`config.mk`:
```
export PLATFORM = sky130hd
export DESIGN_NAME = morse_encoder_tx
export DESIGN_NICKNAME = d
export VERILOG_FILES = /design/src/rtl/morse_encoder_tx.sv
export SDC_FILE = /design/constraint.sdc
export NUM_CORES = 1
export LEC_CHECK = 0
export ABC_CLOCK_PERIOD_IN_PS = 3900
export BUFFER_PORTS_ARGS = -buffer_cell sky130_fd_sc_hd__clkbuf_2
export CORE_ASPECT_RATIO = 1.4
export CORE_MARGIN = 2
export CORE_UTILIZATION = 50
export DETAILED_ROUTE_END_ITERATION = 10
export HOLD_SLACK_MARGIN = 0.15
export PLACE_DENSITY = 0.75
export SETUP_SLACK_MARGIN = 0.15
export SYNTH_ARGS = -nofsm -noshare
export SYNTH_HDL_FRONTEND = slang
export SYNTH_SLANG_ARGS = --single-unit
```
`constraint.sdc`:
```
create_clock -name clk -period 3.9 [get_ports clk]
set_clock_uncertainty 0.05 [all_clocks]
set_input_delay 0.39 -clock clk [delete_from_list [all_inputs] [get_ports clk]]
set_output_delay 0.39 -clock clk [all_outputs]
set_load 0.005 [all_outputs]
```
`src/rtl/morse_encoder_tx.sv`:
```
// morse_encoder_tx: keys a letter number (1 = A .. 26 = Z) out as a timed
// Morse on/off signal. Letters are held internally in the same 8-bit packed
// symbol code the receive-side decoder produces. That code is four 2-bit slots,
// right-aligned, with 00 = empty, 01 = dot and 11 = dash. The most-significant
// non-empty slot is sent first.
//
// Handshake: start is accepted only in a cycle where ready = 1. A start seen
// while ready = 0 is dropped with no queueing and no err. done and err are
// single-cycle pulses. All outputs come straight from flops.
module morse_encoder_tx #(
  parameter int UNIT_CYCLES = 4
) (
  input  logic       clk,
  input  logic       reset,
  input  logic       start,
  input  logic [4:0] letter_num,
  output logic       ready,
  output logic       key_out,
  output logic       done,
  output logic       err
);

  // The counter must hold 3*UNIT_CYCLES-1, the longest reload value.
  localparam int CW = $clog2(3 * UNIT_CYCLES + 1);
  localparam logic [CW-1:0] DOT_LOAD  = CW'(UNIT_CYCLES - 1);
  localparam logic [CW-1:0] DASH_LOAD = CW'(3 * UNIT_CYCLES - 1);

  localparam logic [1:0] S_IDLE = 2'd0;
  localparam logic [1:0] S_MARK = 2'd1;
  localparam logic [1:0] S_SGAP = 2'd2;
  localparam logic [1:0] S_LGAP = 2'd3;

  // state is the single observable FSM register.
  logic [1:0]    state, state_n;
  logic [CW-1:0] cnt, cnt_n;
  logic [1:0]    idx, idx_n;
  logic [7:0]    pat, pat_n;
  logic          done_n, err_n;

  logic [7:0]    lut_pat;
  logic [1:0]    lut_idx;
  logic [1:0]    idx_dec;

  // Letter table. It must match the decoder table bit-for-bit.
  // Returns 0 for invalid letter numbers.
  function automatic logic [7:0] letter_code(input logic [4:0] n);
    case (n)
      5'd1:  letter_code = 8'b00000111; // A .-
      5'd2:  letter_code = 8'b11010101; // B -...
      5'd3:  letter_code = 8'b11011101; // C -.-.
      5'd4:  letter_code = 8'b00110101; // D -..
      5'd5:  letter_code = 8'b00000001; // E .
      5'd6:  letter_code = 8'b01011101; // F ..-.
      5'd7:  letter_code = 8'b00111101; // G --.
      5'd8:  letter_code = 8'b01010101; // H ....
      5'd9:  letter_code = 8'b00000101; // I ..
      5'd10: letter_code = 8'b01111111; // J .---
      5'd11: letter_code = 8'b00110111; // K -.-
      5'd12: letter_code = 8'b01110101; // L .-..
      5'd13: letter_code = 8'b00001111; // M --
      5'd14: letter_code = 8'b00001101; // N -.
      5'd15: letter_code = 8'b00111111; // O ---
      5'd16: letter_code = 8'b01111101; // P .--.
      5'd17: letter_code = 8'b11110111; // Q --.-
      5'd18: letter_code = 8'b00011101; // R .-.
      5'd19: letter_code = 8'b00010101; // S ...
      5'd20: letter_code = 8'b00000011; // T -
      5'd21: letter_code = 8'b00010111; // U ..-
      5'd22: letter_code = 8'b01010111; // V ...-
      5'd23: letter_code = 8'b00011111; // W .--
      5'd24: letter_code = 8'b11010111; // X -..-
      5'd25: letter_code = 8'b11011111; // Y -.--
      5'd26: letter_code = 8'b11110101; // Z --..
      default: letter_code = 8'b00000000;
    endcase
  endfunction

  // Index of the highest non-empty slot, which is the first symbol to send.
  function automatic logic [1:0] top_slot(input logic [7:0] p);
    if (p[7:6] != 2'b00)      top_slot = 2'd3;
    else if (p[5:4] != 2'b00) top_slot = 2'd2;
    else if (p[3:2] != 2'b00) top_slot = 2'd1;
    else                      top_slot = 2'd0;
  endfunction

  // Mark length for a slot. Only 11 is a dash. The code 10 never comes out
  // of the table, and if it appears it is sent as a dot.
  function automatic logic [CW-1:0] sym_load(input logic [1:0] sym);
    sym_load = (sym == 2'b11) ? DASH_LOAD : DOT_LOAD;
  endfunction

  assign lut_pat = letter_code(letter_num);
  assign lut_idx = top_slot(lut_pat);
  assign idx_dec = idx - 2'd1;

  // Next-state logic. The counter is reloaded on every state entry and then
  // counts down to zero, so each state lasts reload+1 cycles.
  always_comb begin
    state_n = state;
    cnt_n   = cnt;
    idx_n   = idx;
    pat_n   = pat;
    done_n  = 1'b0;
    err_n   = 1'b0;
    if (cnt != '0) cnt_n = cnt - CW'(1);
    case (state)
      S_IDLE: begin
        if (start) begin
          if (lut_pat != 8'd0) begin
            pat_n   = lut_pat;
            idx_n   = lut_idx;
            cnt_n   = sym_load(lut_pat[{lut_idx, 1'b0} +: 2]);
            state_n = S_MARK;
          end else begin
            err_n = 1'b1;
          end
        end
      end
      S_MARK: begin
        if (cnt == '0) begin
          if (idx != 2'd0) begin
            state_n = S_SGAP;
            cnt_n   = DOT_LOAD;
          end else begin
            state_n = S_LGAP;
            cnt_n   = DASH_LOAD;
          end
        end
      end
      S_SGAP: begin
        if (cnt == '0) begin
          idx_n   = idx_dec;
          cnt_n   = sym_load(pat[{idx_dec, 1'b0} +: 2]);
          state_n = S_MARK;
        end
      end
      S_LGAP: begin
        if (cnt == '0) begin
          state_n = S_IDLE;
          pat_n   = 8'd0;
          done_n  = 1'b1;
        end
      end
      default: state_n = S_IDLE;
    endcase
  end

  // State, datapath and registered outputs. Reset abandons any letter in flight.
  always_ff @(posedge clk or posedge reset) begin
    if (reset) begin
      state   <= S_IDLE;
      cnt     <= '0;
      idx     <= 2'd0;
      pat     <= 8'd0;
      ready   <= 1'b1;
      key_out <= 1'b0;
      done    <= 1'b0;
      err     <= 1'b0;
    end else begin
      state   <= state_n;
      cnt     <= cnt_n;
      idx     <= idx_n;
      pat     <= pat_n;
      ready   <= (state_n == S_IDLE);
      key_out <= (state_n == S_MARK);
      done    <= done_n;
      err     <= err_n;
    end
  end

endmodule

```
==> run metrics <==
final hold slack=approximately 0.17 ns; crit-path cells=clkbuf_2 -> inv_1 -> ha_1 -> nand3b_2 -> o31ai_1 -> o31ai_2 -> nand4_1 -> o21bai_4 -> mux2i_1; CP endpoint kind=flop; Arrival @ worst endpoint=2.56 ns; Post-synth EDFFs=0; post-synthesis sequential area ratio=0.331; Setup TNS=0 ns; mapped cell area=1520 um^2; filler cell count=269; Crit-path slowest cell=o21bai_4; commonest cells after routing, fill and taps aside=nand2_1 (19), nor2_1 (19), dfrtp_1 (19); Clock H-tree levels=1; Sequential cell area=about 500 um^2; post-synthesis cell count=about 170; post-route cell area=1590 um^2; kind of critical path=input port to flop; Final Cycle Share=0.624; post-synthesis area per instance=around 8.7 um^2; initial antenna violation count=0; Critical Path RT=4.03 ns; DP HPWL=about 2400 um; DR iter-0 viols=46; drt pass-1 iters=6; worst path buffer plus inverter count=2; max-cap violation count=0; nets@finish=about 200; largest net degree at the start of global routing=23; Placement Cell Area=1540 um^2; Comb power frac=0.415; NetSw=0.345 mW; clock buffer depth=2; Syn. warnings=0; setup slack, reg-to-reg=2.08 ns; starting density of the core=0.527; post-CTS setup repair buffer count=0; Netlist cell types=50; number of diodes=0; clk_lat worst skew=between 0.2 and 0.3 ns; internal cell power=~0.56 mW; worst reg2reg path startpoint=cnt[0]; Die Wd=approximately 50 um; Layout Cells excl Fill=217; final setup fails=0; Die Span Y=approximately 69 um; multi-input logic area=878 um^2; clock power share=0.167; Hold Vio Cnt, Final=0; Sink Count=20; Max Slew Vio Count=0; syn nets=190; status=finished clean; I/O Pins=12; share of cells above drive strength 1=0.156; top_reg_cell synth=dfrtp_1; worst-path maximum fanout=17; post-layout minimum cycle time=between 2 and 2.5 ns; Site Rows=23; Routed Antenna Nets=0; register bit count reported by yosys=20; Worst setup SP type=input port; CTS Hold Bufs=0; Area Overhead vs Synth=5.12%; CTS tree=done; f_max=around 400 MHz; Routed WL per cell=between 10 and 15 um; Via Count=around 1.3k; sequential share of power=0.417; RR Endpoint=cnt[0]; Worst-path clk slew=approximately 0.070 ns; ys async rst share=1.00; CP delay by family, top=compound AO/OA/AOI/OAI gates; Leak Pwr=0.763 nW; port bufs=11; drc violations=0; slowest cell delay on critical path=roughly 0.47 ns; sw frac=0.379; Power Density=about 570 nW/um^2; relative slew slack=0.534; Worst VDD drop=approximately 0.25 mV; area of the core=2880 um^2; Final Util=0.553; worst r2r path cells=7; Remaining Overflow, GRT=0; vias per inst=a little over 6; Post-CTS Resized=0; RSZ-0062 raised after global routing=no; root buf cell=clkbuf_8; GPL Wtd Cong=0.893; die footprint=3490 um^2; CTS Buf Count=3; worst min-delay path category=input port to asynchronous set/reset pin; Routed WL=~3100 um; Worst Tran Pin Value=between 0.6 and 0.7 ns; placed cell count=213; Tot GR Track Use=0.198; vias in the first global route=1330; first-pass GRT wire length=around 5500 um
[per-stage QoR]
stage / setup slack (ns) / power [mW]
after floorplan: 1.74 / 0.670
after global placement: 1.28 / 0.741
after detailed placement: 1.16 / 0.759
after CTS: 1.43 / 0.913
after global routing: 1.20 / 0.983
final: 1.46 / 0.908
[logic make-up after synthesis]
kind of cell	count (synthesis)	synth area share
and+or+nand+nor	64	0.201
xor gates and xnor gates	1	0.00578
adders and majority gates	8	0.0661
buffers and inverters	24	0.0892
DFF	20	0.331
AOI/OAI and AO/OA	50	0.258
muxes	7	0.0479
[worst max-delay path by stage]
| stage | from | endpoint | slack (ns) | cells after the start |
|---|---|---|---|---|
| 2_1_floorplan | letter_num[1] | pat[2] | 1.74 | 9 |
| 3_3_place_gp | letter_num[1] | pat[5] | 1.28 | 9 |
| 3_5_place_dp | letter_num[1] | pat[2] | 1.16 | 9 |
| 4_1_cts | letter_num[1] | pat[2] | 1.43 | 9 |
| 5_1_grt | letter_num[1] | pat[2] | 1.20 | 9 |
| 6_report | letter_num[1] | pat[2] | 1.46 | 9 |
[power groups by stage]
stage	registers [mW]	clock network, mW	logic [mW]
finish	0.379	0.152	0.377
global route	0.393	0.163	0.427
CTS	0.378	0.153	0.381
detailed placement	0.382	0	0.377
global placement	0.377	0	0.364
floorplan	0.349	0	0.321
[synthesized netlist by cell type (2+ instances only)]
cell / instances / area (um^2)
nor2_1: 19 / 71.3
nor3_1: 2 / 10.0
a21oi_1: 7 / 35.0
o31a_1: 2 / 17.5
nand2b_1: 3 / 18.8
o21bai_1: 2 / 15.0
nor4_1: 2 / 12.5
a31o_2: 5 / 43.8
inv_1: 15 / 56.3
o31ai_1: 2 / 15.0
nor2b_1: 3 / 18.8
clkbuf_1: 3 / 11.3
nor3b_1: 3 / 22.5
ha_1: 8 / 100
a211o_1: 2 / 17.5
o21ai_0: 5 / 25.0
a31oi_1: 3 / 18.8
mux2_2: 2 / 22.5
dfrtp_1: 19 / 475
mux2i_1: 5 / 50.1
buf_6: 4 / 45.0
nand2_1: 19 / 71.3
nand3_1: 7 / 35.0
o211ai_1: 5 / 37.5
o21a_1: 2 / 15.0
[area by class of cell]
cell class | instances | share of cell area
Clock buffer | 4 | 0.0346
Inverter | 15 | 0.0353
Multi-Input combinational cell | 130 | 0.551
Sequential cell | 20 | 0.315
Tap cell | 37 | 0.0291
Timing Repair Buffer | 11 | 0.0346
[worst reg2reg max path: cells and delay by family (launching register included)]
kind	cells	cell delay, ns
fa+ha+maj	2	0.52
flops	1	0.42
simple gates	2	0.32
buf+inv	2	0.21
compound gates	1	0.16
[sequential cells by signal (all words and copies together), names as in the netlist]
name	count
done	1
idx	2
ready	1
state	2
err	1
pat	8
cnt	4
key_out	1
[metal layers]
metal,track usage,vias up,part of all wire
met5,0,-,0
met4,0.129,0,0.037
met3,0.0152,11,0.031
met2,0.363,41,0.55
met1,0.208,631,0.38
li1,-,638,-
Note: power is estimated with default switching activity, not from simulation.
